==> config.mk <==
export PLATFORM = sky130hd
export DESIGN_NAME = controle_tempo_jogada_flat
export DESIGN_NICKNAME = d
export VERILOG_FILES = /design/src/rtl/controle_tempo_jogada_pkg.sv /design/src/rtl/controle_tempo_jogada_if.sv /design/src/rtl/controle_tempo_jogada_gerador_tick.sv /design/src/rtl/controle_tempo_jogada.sv /design/src/flat_wrapper.sv
export SDC_FILE = /design/constraint.sdc
export NUM_CORES = 1
export LEC_CHECK = 0
export ABC_AREA = 0
export CAP_MARGIN = 20
export CORE_UTILIZATION = 42
export CTS_CLUSTER_DIAMETER = 50
export DETAILED_ROUTE_END_ITERATION = 8
export HOLD_SLACK_MARGIN = 0.06
export PLACE_DENSITY_LB_ADDON = 0.12
export SYNTH_ARGS = -nofsm -noshare
export SYNTH_HDL_FRONTEND = slang
export SYNTH_SLANG_ARGS = --single-unit
==> constraint.sdc <==
create_clock -name clock -period 2.9 [get_ports clock]
set_input_delay 0.87 -clock clock [delete_from_list [all_inputs] [get_ports clock]]
set_output_delay 0.87 -clock clock [all_outputs]
set_load 0.05 [all_outputs]
==> src/rtl/controle_tempo_jogada_pkg.sv <==
// Shared definitions for the answer-time controller: FSM states and debug codes.
package controle_tempo_jogada_pkg;

   localparam int unsigned DB_LARGURA = 2;

   // The numeric encoding is visible on db_estado and decoded by the debug display.
   typedef enum logic [DB_LARGURA-1:0] {
      OCIOSO    = 2'd0,
      CONTANDO  = 2'd1,
      CONCLUIDO = 2'd2,
      ESGOTADO  = 2'd3
   } estado_t;

   // Maps a state to the code shown on the debug display.
   function automatic logic [DB_LARGURA-1:0] codigo_estado(input estado_t e);
      return e;
   endfunction

endpackage

==> src/rtl/controle_tempo_jogada_if.sv <==
// Handshake between the game control unit (master) and the answer-time controller (slave).
interface controle_tempo_jogada_if
   import controle_tempo_jogada_pkg::*;
#(
   parameter int unsigned LARGURA = 4
);
   logic                  iniciar;
   logic                  parar;
   logic                  ativo;
   logic [LARGURA-1:0]    tempo_restante;
   logic [LARGURA-1:0]    pontos;
   logic                  fim;
   logic                  timeout;
   logic [DB_LARGURA-1:0] db_estado;

   modport master (
      output iniciar, parar,
      input  ativo, tempo_restante, pontos, fim, timeout, db_estado
   );

   modport slave (
      input  iniciar, parar,
      output ativo, tempo_restante, pontos, fim, timeout, db_estado
   );
endinterface

==> src/rtl/controle_tempo_jogada_gerador_tick.sv <==
// Per-second prescaler: counts enabled cycles and flags the last one of each second.
module gerador_tick #(
   parameter int unsigned TICKS_SEG = 50000000
) (
   input  logic clock,
   input  logic reset,
   input  logic zera,
   input  logic habilita,
   output logic tick
);
   localparam int unsigned PW = (TICKS_SEG > 1) ? $clog2(TICKS_SEG) : 1;
   localparam logic [PW-1:0] MAXIMO = PW'(TICKS_SEG - 1);

   logic [PW-1:0] contagem;

   // Prescaler register: clear has priority, then count and wrap at the end of a second.
   always_ff @(posedge clock) begin
      if (reset || zera) begin
         contagem <= '0;
      end else if (habilita) begin
         if (contagem == MAXIMO) begin
            contagem <= '0;
         end else begin
            contagem <= contagem + PW'(1);
         end
      end
   end

   // Tick is combinational so the caller sees it in the wrap cycle itself.
   always_comb begin
      tick = habilita && (contagem == MAXIMO);
   end
endmodule

==> src/rtl/controle_tempo_jogada.sv <==
// Answer-time controller: counts down seconds while waiting for a move and reports
// the seconds left as points, or a timeout, with a one-cycle fim handshake.
module controle_tempo_jogada
   import controle_tempo_jogada_pkg::*;
#(
   parameter int unsigned TICKS_SEG = 50000000,
   parameter int unsigned TEMPO_S   = 10,
   parameter int unsigned LARGURA   = 4
) (
   input  logic                    clock,
   input  logic                    reset,
   controle_tempo_jogada_if.slave  jog
);
   localparam logic [LARGURA-1:0] TEMPO_INI = LARGURA'(TEMPO_S);
   localparam logic [LARGURA-1:0] UM        = LARGURA'(1);

   estado_t            estado, estado_d;
   logic [LARGURA-1:0] restante, restante_d;
   logic [LARGURA-1:0] pontos, pontos_d;
   logic               fim, fim_d;
   logic               esgotou, esgotou_d;
   logic               tick;
   logic               contando;
   logic               zera_pre;

   assign contando = (estado == CONTANDO);
   // The prescaler restarts from 0 on any (re)load and stays cleared outside counting.
   assign zera_pre = !contando || jog.iniciar || jog.parar;

   gerador_tick #(
      .TICKS_SEG (TICKS_SEG)
   ) u_tick (
      .clock    (clock),
      .reset    (reset),
      .zera     (zera_pre),
      .habilita (contando),
      .tick     (tick)
   );

   // State and output registers.
   always_ff @(posedge clock) begin
      if (reset) begin
         estado   <= OCIOSO;
         restante <= TEMPO_INI;
         pontos   <= '0;
         fim      <= 1'b0;
         esgotou  <= 1'b0;
      end else begin
         estado   <= estado_d;
         restante <= restante_d;
         pontos   <= pontos_d;
         fim      <= fim_d;
         esgotou  <= esgotou_d;
      end
   end

   // Next state and next register values; parar beats iniciar, which beats the tick.
   always_comb begin
      estado_d   = estado;
      restante_d = restante;
      pontos_d   = pontos;
      fim_d      = 1'b0;
      esgotou_d  = 1'b0;
      case (estado)
         OCIOSO: begin
            if (jog.iniciar) begin
               estado_d   = CONTANDO;
               restante_d = TEMPO_INI;
            end
         end
         CONTANDO: begin
            if (jog.parar) begin
               estado_d = CONCLUIDO;
               pontos_d = restante;
               fim_d    = 1'b1;
            end else if (jog.iniciar) begin
               restante_d = TEMPO_INI;
            end else if (tick) begin
               if (restante <= UM) begin
                  estado_d   = ESGOTADO;
                  restante_d = '0;
                  pontos_d   = '0;
                  fim_d      = 1'b1;
                  esgotou_d  = 1'b1;
               end else begin
                  restante_d = restante - UM;
               end
            end
         end
         CONCLUIDO, ESGOTADO: begin
            if (jog.iniciar) begin
               estado_d   = CONTANDO;
               restante_d = TEMPO_INI;
            end
         end
         default: estado_d = OCIOSO;
      endcase
   end

   // Outputs come straight from registers.
   always_comb begin
      jog.ativo          = contando;
      jog.tempo_restante = restante;
      jog.pontos         = pontos;
      jog.fim            = fim;
      jog.timeout        = esgotou;
      jog.db_estado      = codigo_estado(estado);
   end
endmodule
==> src/flat_wrapper.sv <==
// flat-port wrapper written by rule: the top's interface ports become plain ports
module controle_tempo_jogada_flat import controle_tempo_jogada_pkg::*;
#(
   parameter int unsigned TICKS_SEG = 50000000,
   parameter int unsigned TEMPO_S   = 10,
   parameter int unsigned LARGURA   = 4
)
  (clock, reset, jog_iniciar, jog_parar, jog_ativo, jog_tempo_restante, jog_pontos, jog_fim, jog_timeout, jog_db_estado);
  controle_tempo_jogada_if #(.LARGURA(LARGURA)) jog_i ();
  input  logic clock;
  input  logic reset;
  input wire logic [$bits(jog_i.iniciar)-1:0] jog_iniciar;
  input wire logic [$bits(jog_i.parar)-1:0] jog_parar;
  output wire logic [$bits(jog_i.ativo)-1:0] jog_ativo;
  output wire logic [$bits(jog_i.tempo_restante)-1:0] jog_tempo_restante;
  output wire logic [$bits(jog_i.pontos)-1:0] jog_pontos;
  output wire logic [$bits(jog_i.fim)-1:0] jog_fim;
  output wire logic [$bits(jog_i.timeout)-1:0] jog_timeout;
  output wire logic [$bits(jog_i.db_estado)-1:0] jog_db_estado;
  assign jog_i.iniciar = jog_iniciar;
  assign jog_i.parar = jog_parar;
  assign jog_ativo = jog_i.ativo;
  assign jog_tempo_restante = jog_i.tempo_restante;
  assign jog_pontos = jog_i.pontos;
  assign jog_fim = jog_i.fim;
  assign jog_timeout = jog_i.timeout;
  assign jog_db_estado = jog_i.db_estado;
  controle_tempo_jogada #(.TICKS_SEG(TICKS_SEG), .TEMPO_S(TEMPO_S), .LARGURA(LARGURA)) u_core (.clock(clock), .reset(reset), .jog(jog_i));
endmodule
# Yosys cells after proc, flatten, opt, wreduce, memory -nomap -nowiden
# Index checks and enable logic that the tools add are counted.
# Widths: inputs -> output; s select.
# totals
register_bits	38
out_inout_bits	13
latch_bits	0
in_bits	4
mem_bits_ro	0
mem_bits_rw	0
memories	0
wordCells	56
# op_classes
add_sub_neg	2
multipliers	0
n_eq_ne	11
n_div	0
n_mux	21
bitwise_logic	1
reduce_logical	14
n_shift	0
magnitude_cmp	1
# ops
operator	count
$mux 4	9
$add 26x1->26 const B	1
$eq 26x26->1 const B	1
$mux 26	1
$mux 2	5
$pmux 4 s2	1
$reduce_and 4->1	2
$ne 3x2->1 const B	2
$ne 3x3->1 const B	2
$reduce_or 3->1	2
$eq 2x2->1 const B	2
$le 4x1->1 const B	1
$mux 1	4
$ne 2x1->1 const B	2
$pmux 2 s2	1
$reduce_bool 2->1	2
$sub 4x1->4 const B	1
$logic_or 1x1->1	3
$reduce_and 3->1	1
$eq 2x1->1 const B	1
$logic_not 2->1	1
$ne 2x2->1 const B	1
$reduce_or 2->1	1
$logic_and 1x1->1	1
2 further kinds	2

# Logic depth before layout (Yosys ltp)
# Gate-level depths: netlist of the first run.
# logic_depth
ltp_word	6
depth_mapped	7
depth_no_buf	7

# Cells and area by module
# Synthesis of the first run repeated with hierarchy kept, for this count alone.
# hier_totals
cells_unflattened	231
hier_area_um2	1933.1
# modules_own_cells
module	cells_each	area_each_um2	seq_area_each_um2	n_inst
gerador_tick	161	1338.8	520.5	1
controle_tempo_jogada	70	594.3	240.2	1

# Worst setup path before layout of the first run
# OpenSTA, ideal clock, no wires.
# synth_timing
kind	flip-flop to output port
from	register u_core.estado[0] (netlist: u_core.jog.db_estado[0])
to	output jog_ativo
path_stages_with_launch	4
slack_ns	0.706
arrival_time_ns	1.324
n_path_buf	1
required_ns	2.030
cell_sequence	dfxtp_1 nand2b_1 buf_6 inv_1
# synth_via
elab_chain_cells	1
# synth_lines
element	line_no	rtl
start, declared	controle_tempo_jogada.sv:17	estado_t estado, estado_d;
start signal, assigned	controle_tempo_jogada.sv:49	estado <= estado_d;
$eq 2x1->1	controle_tempo_jogada.sv:26	assign contando = (estado == CONTANDO);
end, declared	flat_wrapper.sv:14	output wire logic [$bits(jog_i.ativo)-1:0] jog_ativo;
# Every way passes these cells.

# Final worst setup path of the first run
# layout_timing
from	register u_core.estado[1] (netlist: u_core.jog.db_estado[1])
to	output jog_ativo
# The elaborated chain is that of the path after synthesis.

==> out/qor.yml, run 1 <==
layout:
  drive_above_1_share_pct: 6.36
  final_common_cell: "dfxtp_1"
  nets: 226
  multiInputGateArea_um2: 930
  layout_common_cells: "38 x dfxtp_1, 36 x nor2_1, 18 x xor2_1, 15 x clkdlybuf4s50_1"
  fillers: 387
  diodes: 0
  syn2layout_area_growth_pct: 15.3
  fin_util_pct: 50.8
  ff_latch_area_um2: 761
setup_path:
  setup.worst_path.end_class: "output port"
  cp.buffers_inverters: 2
  critPathSlowestCell: "dlymetal6s2s_1"
  cp_data_arrival_time_ns: 1.57
  crit_family: "buffers and inverters"
  crit_fanout: 8
  worst_path_largest_cell_delay_ns: 0.45
  required_ns: 2.03
  crit_type: "reg2out"
  worstPathCellList: "nand2b_1 -> inv_1 -> dlymetal6s2s_1"
  setup.worst_path.start_class: "register"
yosys:
  synthArstFlopShare_pct: 0
  yosysWarnings: 0
  synthXorXnorAreaFrac_pct: 12.3
  yosysSeqAreaShare_pct: 42.8
  ys.flop_type: "dfxtp_1"
  synthMuxAreaShare_pct: 0
  avgSynthCellArea_um2: 8.88
  synth_compound_area_share_pct: 8.10
  netlist_area_mm2: 0.00178
  synth_top_family_by_area: "simple AND/OR/NAND/NOR gates"
  synth_cells: 200
  ys_ff_latch: 38
  synth.distinct_cells: 36
  synth_area_leader_cell: "dfxtp_1"
  synth_nets: 207
  yosysTopAreaCellShare_pct: 42.8
  netlist_top_cells_area: "dfxtp_1 43%, xor2_1 8.9%, nor2_1 7.6%"
  synth-adder-area-share_pct: 2.11
  synth_edf_count: 0
  yosys.area_share.simple_pct: 29.8
drt:
  dr.pass1.iters: 4
  route.vias.total: 1450
  routed_via_density: 5.37
  dr.first_iter.drc_count: 116
  drt_wl_total_mm: 3.72
  drc: 0
  routedWlPerCell_um: 13.8
  antenna_left: 0
grt:
  grt_usage_pct: 18.8
  antenna_found_initial: 0
  grt_max_degree: 27
  grt_pass1_vias: 1373
  grt-ovfl-total: 0
  grt_pass1_wl_mm: 6.22
power:
  pwr-share-comb_pct: 8.0
  p_seq_share_pct: 54.0
  power.switching_mw: 0.241
  p_leak_nw: 0.697
  p_per_area_mw_per_mm2: 482
  clockPowerShare_pct: 37.9
  p_sw_share_pct: 24.5
  cellInternalPower_mw: 0.745
  peakVddDrop_mv: 0.293
  p_total_mw: 0.986
cts:
  cts_sinks: 38
  ctsHoldBuffers: 0
  clk_pin_slew_ns: 0.08
  numCtsBuffers: 5
  cts_root_buf: "clkbuf_8"
  cts-htree-levels: 2
  clkLatencyLatePin_ns: 0.28
  cts_tree: "yes"
  clock_path_buffers: 2
  postCtsSetupBuffers: 0
placement:
  gp_congestion: 0.796
  place_ws_ns: 0.388
  dpl.hpwl_mm: 2.74
  port_buffers: 16
sta:
  fmax_ghz: 0.410
  fin_tns_setup_ns: 0
  final.setup.worst_slack_ns: 0.462
  worst_pin_slew_ns: 0.796
  finalSetupViolations: 0
  drv_slew: 0
  slew_headroom_pct: 46.5
  fin_crit_ns: 2.44
  hold_viol: 0
  timing.hold.ws_ns: 0.471
  fin_skew_ns: 0.00666
  period_share_pct: 84.1
  rsz0062_at_grt: "false"
hold_path:
  hp-class: "reg2reg"
floorplan:
  io_pins: 17
  chipWidth_um: 67.0
  fp.dieH_um: 67.0
  start_util_pct: 44.1
  core-area_mm2: 0.00403
  dieArea_mm2: 0.00449
  rows: 23
flow_run:
  drv_cap: 0
outcome:
  status: "finished clean"
-- per-stage QoR --
step / instance area [um^2] / cells
3_3_place_gp: 1950 / 262
3_5_place_dp: 1950 / 262
5_1_grt: 2050 / 270
6_report: 2050 / 270
2_1_floorplan: 1780 / 200
4_1_cts: 2050 / 270
-- layout make-up --
cell class,instances,area share [%]
Timing Repair Buffer,16,7.94
Multi-Input combinational cell,147,45.4
Clock inverter,1,0.244
Tap cell,50,3.05
Inverter,11,2.02
Clock buffer,7,4.22
Sequential cell,38,37.1
-- cells by family (layout without fill, tap and decap cells) --
| kind of cell | Yosys count | after routing |
|---|---|---|
| AOI/OAI and AO/OA | 20 | 20 |
| DFF | 38 | 38 |
| buffers and inverters | 15 | 35 |
| adders and majority gates | 3 | 3 |
| and+or+nand+nor | 99 | 99 |
| xor gates and xnor gates | 25 | 25 |
-- cell usage after synthesis, types with 2 or more instances --
| master | count |
|---|---|
| dfxtp_1 | 38 |
| nor4_1 | 3 |
| nand3_1 | 10 |
| a31oi_1 | 2 |
| and3_1 | 7 |
| buf_6 | 4 |
| ha_1 | 3 |
| nor2_1 | 36 |
| o31ai_1 | 2 |
| nand4b_1 | 2 |
| inv_1 | 11 |
| a21oi_1 | 3 |
| nor3_1 | 8 |
| xor2_1 | 18 |
| o21ai_0 | 7 |
| nand2_1 | 11 |
| xnor2_1 | 7 |
| nand4_1 | 10 |
-- path summary, 6_finish.rpt --
path,slack (ns),from,cells past startpoint,to
min,0.47,u_core.jog.pontos[3],2,u_core.jog.pontos[3]
max,0.46,u_core.jog.db_estado[1],3,jog_ativo
min reg2reg,0.47,u_core.jog.pontos[3],2,u_core.jog.pontos[3]
max reg2reg,0.63,u_core.u_tick.contagem[0],5,u_core.u_tick.contagem[12]
-- tightest hold or removal path, stage by stage (launching register included) --
cell and delay, ns:
dfxtp_1 0.31, inv_1 0.04, o21ai_0 0.07
-- power by group through the flow --
stage          logic, mW  clock network (mW)  registers [mW]
6_report          0.0793               0.374           0.533
5_1_grt           0.0856               0.408           0.534
4_1_cts           0.0795               0.384           0.533
3_5_place_dp      0.0792                   0           0.545
3_3_place_gp      0.0791                   0           0.544
2_1_floorplan     0.0369                   0           0.566
-- flip-flops by register name, indices dropped and copies added (netlist names) --
register                   count
u_core.jog.db_estado           2
u_core.jog.fim                 1
u_core.jog.pontos              4
u_core.jog.tempo_restante      4
u_core.jog.timeout             1
u_core.u_tick.contagem        26
-- metal layers --
metal,wire length (um),vias to the layer above,global-route usage [%]
met2,1850,20,33.6
met1,1710,692,21.6
met3,127,4,4.62
li1,-,734,-
met5,0,-,0
met4,34,0,5.59
-- repair_timing --
action / 4_1_cts / 5_1_grt
gates resized for setup: 0 / 1
hold endpoints to repair: 0 / 0
setup endpoints to repair: 0 / 1
No activity file was read; power rests on OpenSTA's default activity.
==> run 2: changes to the inputs <==
==> constraint.sdc (replaced) <==
create_clock -name clock -period 2.4 [get_ports clock]
set_input_delay 0.72 -clock clock [delete_from_list [all_inputs] [get_ports clock]]
set_output_delay 0.72 -clock clock [all_outputs]
set_load 0.05 [all_outputs]
==> run 2 against run 1 <==
Net effect:
- final cell count rose by 2.2%
- count of clock-buffer cells in the layout fell by 1
- utilization rose by 2.6 points
- routed wire length fell by 2.3%
- clock power rose by 79%
- non-clock buffer count rose by 6
- die area did not move
- design area rose by 5.1%
- register-to-register slack got worse by 0.18 ns
- largest power group is now the clock network
- critical endpoint is now jog_tempo_restante[2]
==> out/qor.yml, run 2 (synthesis results as in run 1) <==
outcome:
  status: "finished clean"
cts:
  cts_resized: 0
  clkLatencyLatePin_ns: 0.30
  clk_pin_slew_ns: 0.07
  cts_root_buf: "clkbuf_8"
  cts-htree-levels: 2
  ctsHoldBuffers: 0
  clock_path_buffers: 2
  postCtsSetupBuffers: 0
  cts_sinks: 38
  cts_tree: "yes"
  numCtsBuffers: 5
grt:
  grt_pass1_wl_mm: 6.30
  antenna_found_initial: 0
  grt_max_degree: 15
  grt_pass1_vias: 1399
  grt_usage_pct: 18.8
  grt-ovfl-total: 0
layout:
  largest-register: "u_core.u_tick.contagem"
  drive_above_1_share_pct: 9.73
  syn2layout_area_growth_pct: 21.1
  nets: 232
  layout_common_cells: "38 x dfxtp_1, 36 x nor2_1, 18 x xor2_1, 15 x clkdlybuf4s50_1"
  largest_reg_flops: 26
  final_common_cell: "dfxtp_1"
  diodes: 0
power:
  p_per_area_mw_per_mm2: 659
  p_leak_nw: 0.741
  p_total_mw: 1.42
  peakVddDrop_mv: 0.365
floorplan:
  chipWidth_um: 67.0
  rows: 23
  dieArea_mm2: 0.00449
  io_pins: 17
  start_util_pct: 44.1
  core-area_mm2: 0.00403
  fp.dieH_um: 67.0
flow_run:
  drv_cap: 0
drt:
  wl_met2_mm: 1.72
  dr.max_layer_used: "met4"
  antenna_left: 0
  drt_wl_total_mm: 3.63
  dr.first_iter.drc_count: 97
  routed_via_density: 5.42
  dr.pass1.iters: 4
  routedWlPerCell_um: 13.2
  routed-wl-met3_um: 164
  route.vias.total: 1495
  drc: 0
  met1_length_mm: 1.68
sta:
  fin_tns_setup_ns: 0
  worst_pin_slew_ns: 0.506
  finalSetupViolations: 0
  fin_crit_ns: 2.27
  fin_skew_ns: 0.0132
  drv_slew: 0
  slew_headroom_pct: 66.2
  rsz0062_at_grt: "false"
  fmax_ghz: 0.440
  hold_viol: 0
  final.setup.worst_slack_ns: 0.129
  period_share_pct: 94.6
setup_path:
  crit_family: "buffers and inverters"
  setup.worst_path.end_class: "output port"
  critPathSlowestCell: "clkdlybuf4s50_1"
  cp_data_arrival_time_ns: 1.55
  crit_path_start: "u_core.jog.tempo_restante[2]"
  worst_path_largest_cell_delay_ns: 0.84
  reg2reg_from: "u_core.u_tick.contagem[0]"
  setup.worst_path.start_class: "register"
  crit_type: "reg2out"
  required_ns: 1.68
  cp.buffers_inverters: 1
  crit_fanout: 6
  worstPathCellList: "clkdlybuf4s50_1"
placement:
  port_buffers: 16
  gp_congestion: 0.793
  place_ws_ns: 0.290
  dpl.hpwl_mm: 2.71
hold_path:
  hp-class: "reg2reg"
  hold_path.startpoint: "u_core.jog.pontos[3]"
[run 2: area by class of cell]
class | instances | area (um^2)
Clock inverter | 2 | 60.1
Timing Repair Buffer | 22 | 215
Multi-Input combinational cell | 147 | 930
Fill cell | 392 | 1880
Clock buffer | 6 | 82.6
Tap cell | 50 | 62.6
Inverter | 11 | 41.3
Sequential cell | 38 | 761
[run 2: worst min-delay path: stages, from the launching register on]
cell,delay [ns]
dfxtp_1,0.31
inv_1,0.04
o21ai_0,0.07
[run 2: worst paths after layout]
| check | slack [ns] | end | depth (start not counted) |
|---|---|---|---|
| max | 0.13 | jog_tempo_restante[2] | 1 |
| min | 0.48 | u_core.jog.pontos[3] | 2 |
| max reg2reg | 0.45 | u_core.jog.tempo_restante[3] | 6 |
| min reg2reg | 0.48 | u_core.jog.pontos[3] | 2 |
[run 2: metal layers]
layer  up-vias  GRT usage, %
li1        751             -
met1       710          22.6
met2        28          31.0
met3         6          5.31
met4         0          7.98
met5         -             0
[run 2: stage by stage]
step / util, % / cells / hold WS (ns) / instance area (um^2)
6_report: 53.4 / 276 / 0.476 / 2150
5_1_grt: 53.4 / 276 / 0.528 / 2150
4_1_cts: 53.4 / 276 / 0.473 / 2150
2_1_floorplan: - / 200 / 0.471 / 1780
3_5_place_dp: 49.9 / 268 / 0.458 / 2010
3_3_place_gp: 49.9 / 268 / 0.455 / 2010
[run 2: report_power, final]
part | internal (mW) | switching, mW
clock | 0.443 | 0.227
combinational | 0.0366 | 0.0665
sequential | 0.638 | 0.00661
